File: src/rtl/divider_32bits_sequential.sv
// Iterative restoring unsigned divider: 2*WIDTH-bit dividend / WIDTH-bit divisor,
// one quotient bit per cycle, start/done handshake, error fast path for /0 and overflow.
module divider_32bits_sequential #(
    parameter int unsigned WIDTH = 32
) (
    input  logic               clk,
    input  logic               rst_n,
    input  logic               start,
    input  logic [2*WIDTH-1:0] dividend,
    input  logic [WIDTH-1:0]   divisor,
    output logic               busy,
    output logic               done,
    output logic [WIDTH-1:0]   quotient,
    output logic [WIDTH-1:0]   remainder,
    output logic               div_by_zero,
    output logic               overflow
);

    localparam int unsigned DW = 2 * WIDTH;
    localparam int unsigned CW = (WIDTH > 1) ? $clog2(WIDTH) : 1;

    typedef enum logic [1:0] {
        IDLE = 2'd0,
        CALC = 2'd1,
        DONE = 2'd2
    } state_e;

    state_e           state_q, state_d;
    logic             busy_q, busy_d;
    logic             done_q, done_d;
    logic [WIDTH-1:0] quotient_q, quotient_d;
    logic [WIDTH-1:0] remainder_q, remainder_d;
    logic             dbz_q, dbz_d;
    logic             ovf_q, ovf_d;
    logic [WIDTH-1:0] prem_q, prem_d;
    logic [WIDTH-1:0] shreg_q, shreg_d;
    logic [WIDTH-1:0] divisor_q, divisor_d;
    logic [CW-1:0]    cnt_q, cnt_d;

    logic [WIDTH+1:0] trial;
    logic             qbit;
    logic [WIDTH-1:0] prem_next;

    // State and datapath registers
    always_ff @(posedge clk or negedge rst_n) begin
        if (!rst_n) begin
            state_q     <= IDLE;
            busy_q      <= 1'b0;
            done_q      <= 1'b0;
            quotient_q  <= '0;
            remainder_q <= '0;
            dbz_q       <= 1'b0;
            ovf_q       <= 1'b0;
            prem_q      <= '0;
            shreg_q     <= '0;
            divisor_q   <= '0;
            cnt_q       <= '0;
        end else begin
            state_q     <= state_d;
            busy_q      <= busy_d;
            done_q      <= done_d;
            quotient_q  <= quotient_d;
            remainder_q <= remainder_d;
            dbz_q       <= dbz_d;
            ovf_q       <= ovf_d;
            prem_q      <= prem_d;
            shreg_q     <= shreg_d;
            divisor_q   <= divisor_d;
            cnt_q       <= cnt_d;
        end
    end

    // Next-state, iteration step and output register inputs
    always_comb begin
        state_d     = state_q;
        busy_d      = busy_q;
        done_d      = 1'b0;
        quotient_d  = quotient_q;
        remainder_d = remainder_q;
        dbz_d       = dbz_q;
        ovf_d       = ovf_q;
        prem_d      = prem_q;
        shreg_d     = shreg_q;
        divisor_d   = divisor_q;
        cnt_d       = cnt_q;

        // A non-negative trial always fits in WIDTH bits, so either upper bit set means negative.
        trial     = {1'b0, prem_q, shreg_q[WIDTH-1]} - {2'b00, divisor_q};
        qbit      = ~(trial[WIDTH+1] | trial[WIDTH]);
        prem_next = qbit ? trial[WIDTH-1:0] : {prem_q[WIDTH-2:0], shreg_q[WIDTH-1]};

        case (state_q)
            IDLE: begin
                if (start && !done_q) begin
                    quotient_d  = '0;
                    remainder_d = '0;
                    dbz_d       = 1'b0;
                    ovf_d       = 1'b0;
                    divisor_d   = divisor;
                    if (divisor == '0) begin
                        dbz_d       = 1'b1;
                        quotient_d  = '1;
                        remainder_d = dividend[WIDTH-1:0];
                        state_d     = DONE;
                    end else if (dividend[DW-1:WIDTH] >= divisor) begin
                        ovf_d      = 1'b1;
                        quotient_d = '1;
                        state_d    = DONE;
                    end else begin
                        busy_d  = 1'b1;
                        prem_d  = dividend[DW-1:WIDTH];
                        shreg_d = dividend[WIDTH-1:0];
                        cnt_d   = CW'(WIDTH - 1);
                        state_d = CALC;
                    end
                end
            end
            CALC: begin
                prem_d  = prem_next;
                shreg_d = {shreg_q[WIDTH-2:0], qbit};
                cnt_d   = cnt_q - CW'(1);
                if (cnt_q == '0) begin
                    quotient_d  = {shreg_q[WIDTH-2:0], qbit};
                    remainder_d = prem_next;
                    busy_d      = 1'b0;
                    done_d      = 1'b1;
                    state_d     = DONE;
                end
            end
            DONE: begin
                // Normal path arrives with done already high; error path raises it here.
                done_d  = ~done_q;
                state_d = IDLE;
            end
            default: begin
                state_d = IDLE;
            end
        endcase
    end

    assign busy        = busy_q;
    assign done        = done_q;
    assign quotient    = quotient_q;
    assign remainder   = remainder_q;
    assign div_by_zero = dbz_q;
    assign overflow    = ovf_q;

endmodule
File: config.mk
export PLATFORM = sky130hd
export DESIGN_NAME = divider_32bits_sequential
export DESIGN_NICKNAME = d
export VERILOG_FILES = /design/src/rtl/divider_32bits_sequential.sv
export SDC_FILE = /design/constraint.sdc
export NUM_CORES = 1
export LEC_CHECK = 0
export CAP_MARGIN = 20
export CORE_MARGIN = 2
export CORE_UTILIZATION = 47
export DETAILED_ROUTE_END_ITERATION = 10
export PLACE_DENSITY = 0.71
export SLEW_MARGIN = 20
export SYNTH_ARGS = -nofsm -noshare
export SYNTH_HDL_FRONTEND = slang
export SYNTH_SLANG_ARGS = --single-unit
File: constraint.sdc
create_clock -name clk -period 6.29 [get_ports clk]
set_clock_uncertainty 0.05 [all_clocks]
set_input_delay 0.9435 -clock clk [delete_from_list [all_inputs] [get_ports clk]]
set_output_delay 0.9435 -clock clk [all_outputs]
set_load 0.005 [all_outputs]
==> results_tabular.tex <==
\begin{tabular}{lr}
\hline
Metric & Value \\
\hline
\multicolumn{2}{l}{\textbf{Synthesis}} \\
\quad Number of storage elements in the synthesis netlist & $\sim$170 \\
\quad Dominant cell by count in the synthesized netlist & sky130\_fd\_sc\_hd\_\_nand2\_1 \\
\quad Most frequent cells after synthesis & sky130\_fd\_sc\_hd\_\_nand2\_1, sky130\_fd\_sc\_hd\_\_dfrtp\_1, sky130\_fd\_sc\_hd\_\_o21ai\_0 \\
\quad Number of enable-type register cells in the synthesized netlist & 0 \\
\quad Share of flip-flops with an asynchronous set or reset after synthesis & 1.00 \\
\quad Unique cell type count in the Yosys netlist & 65 \\
\quad Number of standard cells after synthesis & between 1,000 and 1,500 \\
\quad Top area cells in the synthesized netlist & sky130\_fd\_sc\_hd\_\_dfrtp\_1, sky130\_fd\_sc\_hd\_\_ha\_1, sky130\_fd\_sc\_hd\_\_nand2\_1 \\
\quad Largest area contributor in the netlist & sky130\_fd\_sc\_hd\_\_dfrtp\_1 \\
\quad Yosys top cell area share & 0.412 \\
\quad Most common flop cell mapped by yosys & sky130\_fd\_sc\_hd\_\_dfrtp\_1 \\
\quad Number of nets in the synthesized netlist & between 1,000 and 1,500 \\
\quad Share of the yosys chip area belonging to registers & 0.412 \\
\quad Synthesis warning total & 0 \\
\quad Mean Syn Cell Area & between 8 and 9 sq um \\
\quad Post-synthesis instance area & slightly above 10,000 sq um \\
\multicolumn{2}{l}{\textbf{Route}} \\
\quad Final routed wire length divided by cell count & 18.2 microns \\
\quad Number of vias in the routed layout & between 9,000 and 10,000 \\
\quad Number of iterations in the first detailed-routing pass & 5 \\
\quad Number of nets with antenna violations after detailed routing & 0 \\
\quad Number of vias per cell after detailed routing & 5.78 \\
\quad Initial detailed-routing violation count & 785 \\
\quad Final wirelength & a little under 30 mm \\
\quad Remaining routing DRC violations & 0 \\
\multicolumn{2}{l}{\textbf{Place}} \\
\quad Placer's final routability congestion estimate & roughly 0.95 \\
\quad Buffers added on ports & 166 \\
\quad Post-DP HPWL & approximately 22 mm \\
\quad Pre-CTS setup slack & around 1100 ps \\
\quad Post-placement cell count & around 1,600 \\
\multicolumn{2}{l}{\textbf{Clock network}} \\
\quad Clock insertion delay at the later pin of the skew report & around 430 ps \\
\quad CTS Buf Count & 17 \\
\quad Resized cells post-CTS & 0 \\
\quad Deepest clock path buffer count & 2 \\
\quad Hold-fix buffer count after cts & 0 \\
\quad CTS tree & done \\
\quad CTS root buf & sky130\_fd\_sc\_hd\_\_clkbuf\_16 \\
\quad Post-CTS Repair Setup Buffers & 0 \\
\quad Clock-pin slew on the worst setup and hold paths & roughly 70 ps \\
\quad Number of sinks driven by the clock tree & 171 \\
\quad CTS H-tree depth & 4 \\
\multicolumn{2}{l}{\textbf{Run}} \\
\quad Max-capacitance violation count & 0 \\
\multicolumn{2}{l}{\textbf{Global route}} \\
\quad First-pass GRT wire length & about 47 mm \\
\quad Gr ovfl total & 0 \\
\quad Via count of the first global-routing pass & around 8,800 \\
\quad Largest net degree at the start of global routing & 97 \\
\quad Overall global routing resource usage & 0.251 \\
\quad Antenna violations before repair & 0 \\
\multicolumn{2}{l}{\textbf{Die}} \\
\quad Top-level port count & $\sim$170 \\
\quad Effective utilization at floorplan & 0.478 \\
\quad Core Box Area & roughly 22,000 sq um \\
\quad Overall die height & 153 microns \\
\quad Die area & between 20,000 and 25,000 sq um \\
\quad Num rows & between 50 and 60 \\
\quad Horizontal die dimension & 153 microns \\
\multicolumn{2}{l}{\textbf{Setup path}} \\
\quad CP max FO & 23 \\
\quad Endpoint class of the critical path & flop \\
\quad Critical Path Source & divisor[21] \\
\quad Kind of launch point of the worst setup path & input pin \\
\quad Count of cells along the worst register-to-register path & 14 \\
\quad Beginning of the worst register-to-register path & shreg\_q[31] \\
\quad Endpoint of the most critical register-to-register path & prem\_q[0] \\
\quad Critical Path AT & around 5000 ps \\
\quad Setup crit end & prem\_q[17] \\
\quad Register-to-register setup slack & between 1500 and 2000 ps \\
\quad Data required time at the worst endpoint & 6490 ps \\
\quad Setup CP Type & input pin to flop \\
\multicolumn{2}{l}{\textbf{STA}} \\
\quad Hold Fails Final Rpt & 0 \\
\quad Setup TNS after final layout & 0 ps \\
\quad Transition time at the pin with the least slew margin & 1140 ps \\
\quad Setup Viol. Count Final & 0 \\
\quad Final critical-path required period & 4830 ps \\
\quad RSZ-0062 raised after global routing & false \\
\quad Number of pins with negative max-slew slack in the final report & 0 \\
\quad Rel. slew slack & 0.236 \\
\quad Timing-limited maximum frequency & 0.207 GHz \\
\quad Final worst-path cycle share & 0.768 \\
\quad Min setup slack post-route & roughly 1500 ps \\
\multicolumn{2}{l}{\textbf{Finish}} \\
\quad Number of nets in the final layout & $\sim$1,500 \\
\quad Area added between synthesis and finish & 24.5\% \\
\quad Total inserted antenna cells & 0 \\
\quad Fraction of final layout cells with drive strength greater than 1 & 0.0585 \\
\quad Layout Cells excl Fill & between 1,500 and 2,000 \\
\multicolumn{2}{l}{\textbf{Power}} \\
\quad IR Drop Worst-Case VDD & roughly 0.35 mV \\
\quad Total leakage power & roughly 5.7 nW \\
\quad Total power density per cell area & between 600 and 700 nW/um\^{}2 \\
\multicolumn{2}{l}{\textbf{Outcome}} \\
\quad Outcome & finished, final reports clean \\
\multicolumn{2}{l}{\textbf{Worst hold path}} \\
\quad Tightest Hold Check Type & input pin to async pin \\
\hline
\end{tabular}
per-stage QoR:
| stage | cell area (sq um) | total power [mW] | hold WS [ps] | util |
|---|---|---|---|---|
| 2_1_floorplan | 10400 | 5.18 | 400 | - |
| 3_3_place_gp | 12300 | 6.59 | 410 | 0.566 |
| 3_5_place_dp | 12300 | 6.68 | 415 | 0.566 |
| 4_1_cts | 12900 | 7.86 | 403 | 0.595 |
| 5_1_grt | 12900 | 8.48 | 421 | 0.595 |
| 6_report | 12900 | 7.90 | 394 | 0.595 |
per-layer routing:
metal | vias to the layer above | wire length (microns) | GRT usage
met1 | 4493 | 13800 | 0.365
li1 | 4474 | - | -
met4 | 0 | 539 | 0.0644
met3 | 32 | 1420 | 0.0347
met2 | 318 | 13600 | 0.397
met5 | - | 0 | 0
cells in the final DEF (no fill, tap or decap), drive strengths merged, types with 3 or more instances in the layout:
cell           count
clkbuf            17
a31oi             24
a211oi             8
buf               14
o21bai             3
and3               3
nor2b              9
a21oi             71
and2               4
a21o              13
nor3               8
nor3b              3
nand4              7
xnor2             15
inv               85
or2               13
mux2               4
nor2              70
o21ai            129
o31ai             34
o22ai              4
dfrtp            171
ha                68
bufinv             4
a22oi             20
nor4              10
xor2              11
o211ai            23
nand2            179
nand3             27
mux2i             59
clkdlybuf4s50    165
a311oi             3
o21a               5
nand2b            17
layout make-up:
| cell class | count | area [sq um] |
|---|---|---|
| inverters | 78 | 293 |
| fillers | 1890 | 8810 |
| clock inverters | 14 | 206 |
| multi-input cells | 874 | 5620 |
| flip-flops and latches | 171 | 4280 |
| well taps | 280 | 350 |
| clock buffers | 17 | 425 |
| repair buffers | 179 | 1770 |
kinds of logic after synthesis:
family | count (synthesis) | share of synthesized area
DFF | 171 | 0.412
AOI/OAI and AO/OA | 360 | 0.216
buffers and inverters | 143 | 0.0544
xor gates and xnor gates | 26 | 0.0219
muxes | 63 | 0.0611
and+or+nand+nor | 356 | 0.151
adders and majority gates | 69 | 0.0837
critical path: stages:
cell and delay (ps):
sky130_fd_sc_hd__clkdlybuf4s50_1 470, sky130_fd_sc_hd__inv_1 60, sky130_fd_sc_hd__ha_1 290, sky130_fd_sc_hd__a21o_1 180
sky130_fd_sc_hd__a21o_1 170, sky130_fd_sc_hd__a2111oi_0 860, sky130_fd_sc_hd__o211ai_1 260, sky130_fd_sc_hd__nor3_1 260
sky130_fd_sc_hd__nor3_1 90, sky130_fd_sc_hd__buf_4 180, sky130_fd_sc_hd__o22ai_4 540, sky130_fd_sc_hd__buf_4 440
sky130_fd_sc_hd__mux2i_1 220, sky130_fd_sc_hd__a31oi_1 60
worst min-delay path by stage:
stage	endpoint	slack, ps
finish	quotient[3]	390
global route	quotient[6]	420
CTS	quotient[3]	400
detailed placement	quotient[15]	420
global placement	quotient[17]	410
floorplan	divisor_q[10]	400
flip-flops by register name, indices dropped and copies added, names as in the netlist:
| signal | cells |
|---|---|
| divisor_q | 32 |
| cnt_q | 5 |
| shreg_q | 32 |
| div_by_zero | 1 |
| prem_q | 32 |
| overflow | 1 |
| busy | 1 |
| state_q | 2 |
| remainder | 32 |
| done | 1 |
| quotient | 32 |
power by group:
group	internal (mW)	total [mW]	switching, mW
Sequential	1.61	1.95	0.347
Combinational	1.96	4.79	2.83
Clock	0.674	1.15	0.479
Total	4.24	7.90	3.66
Power figures use the tool's default switching activity.
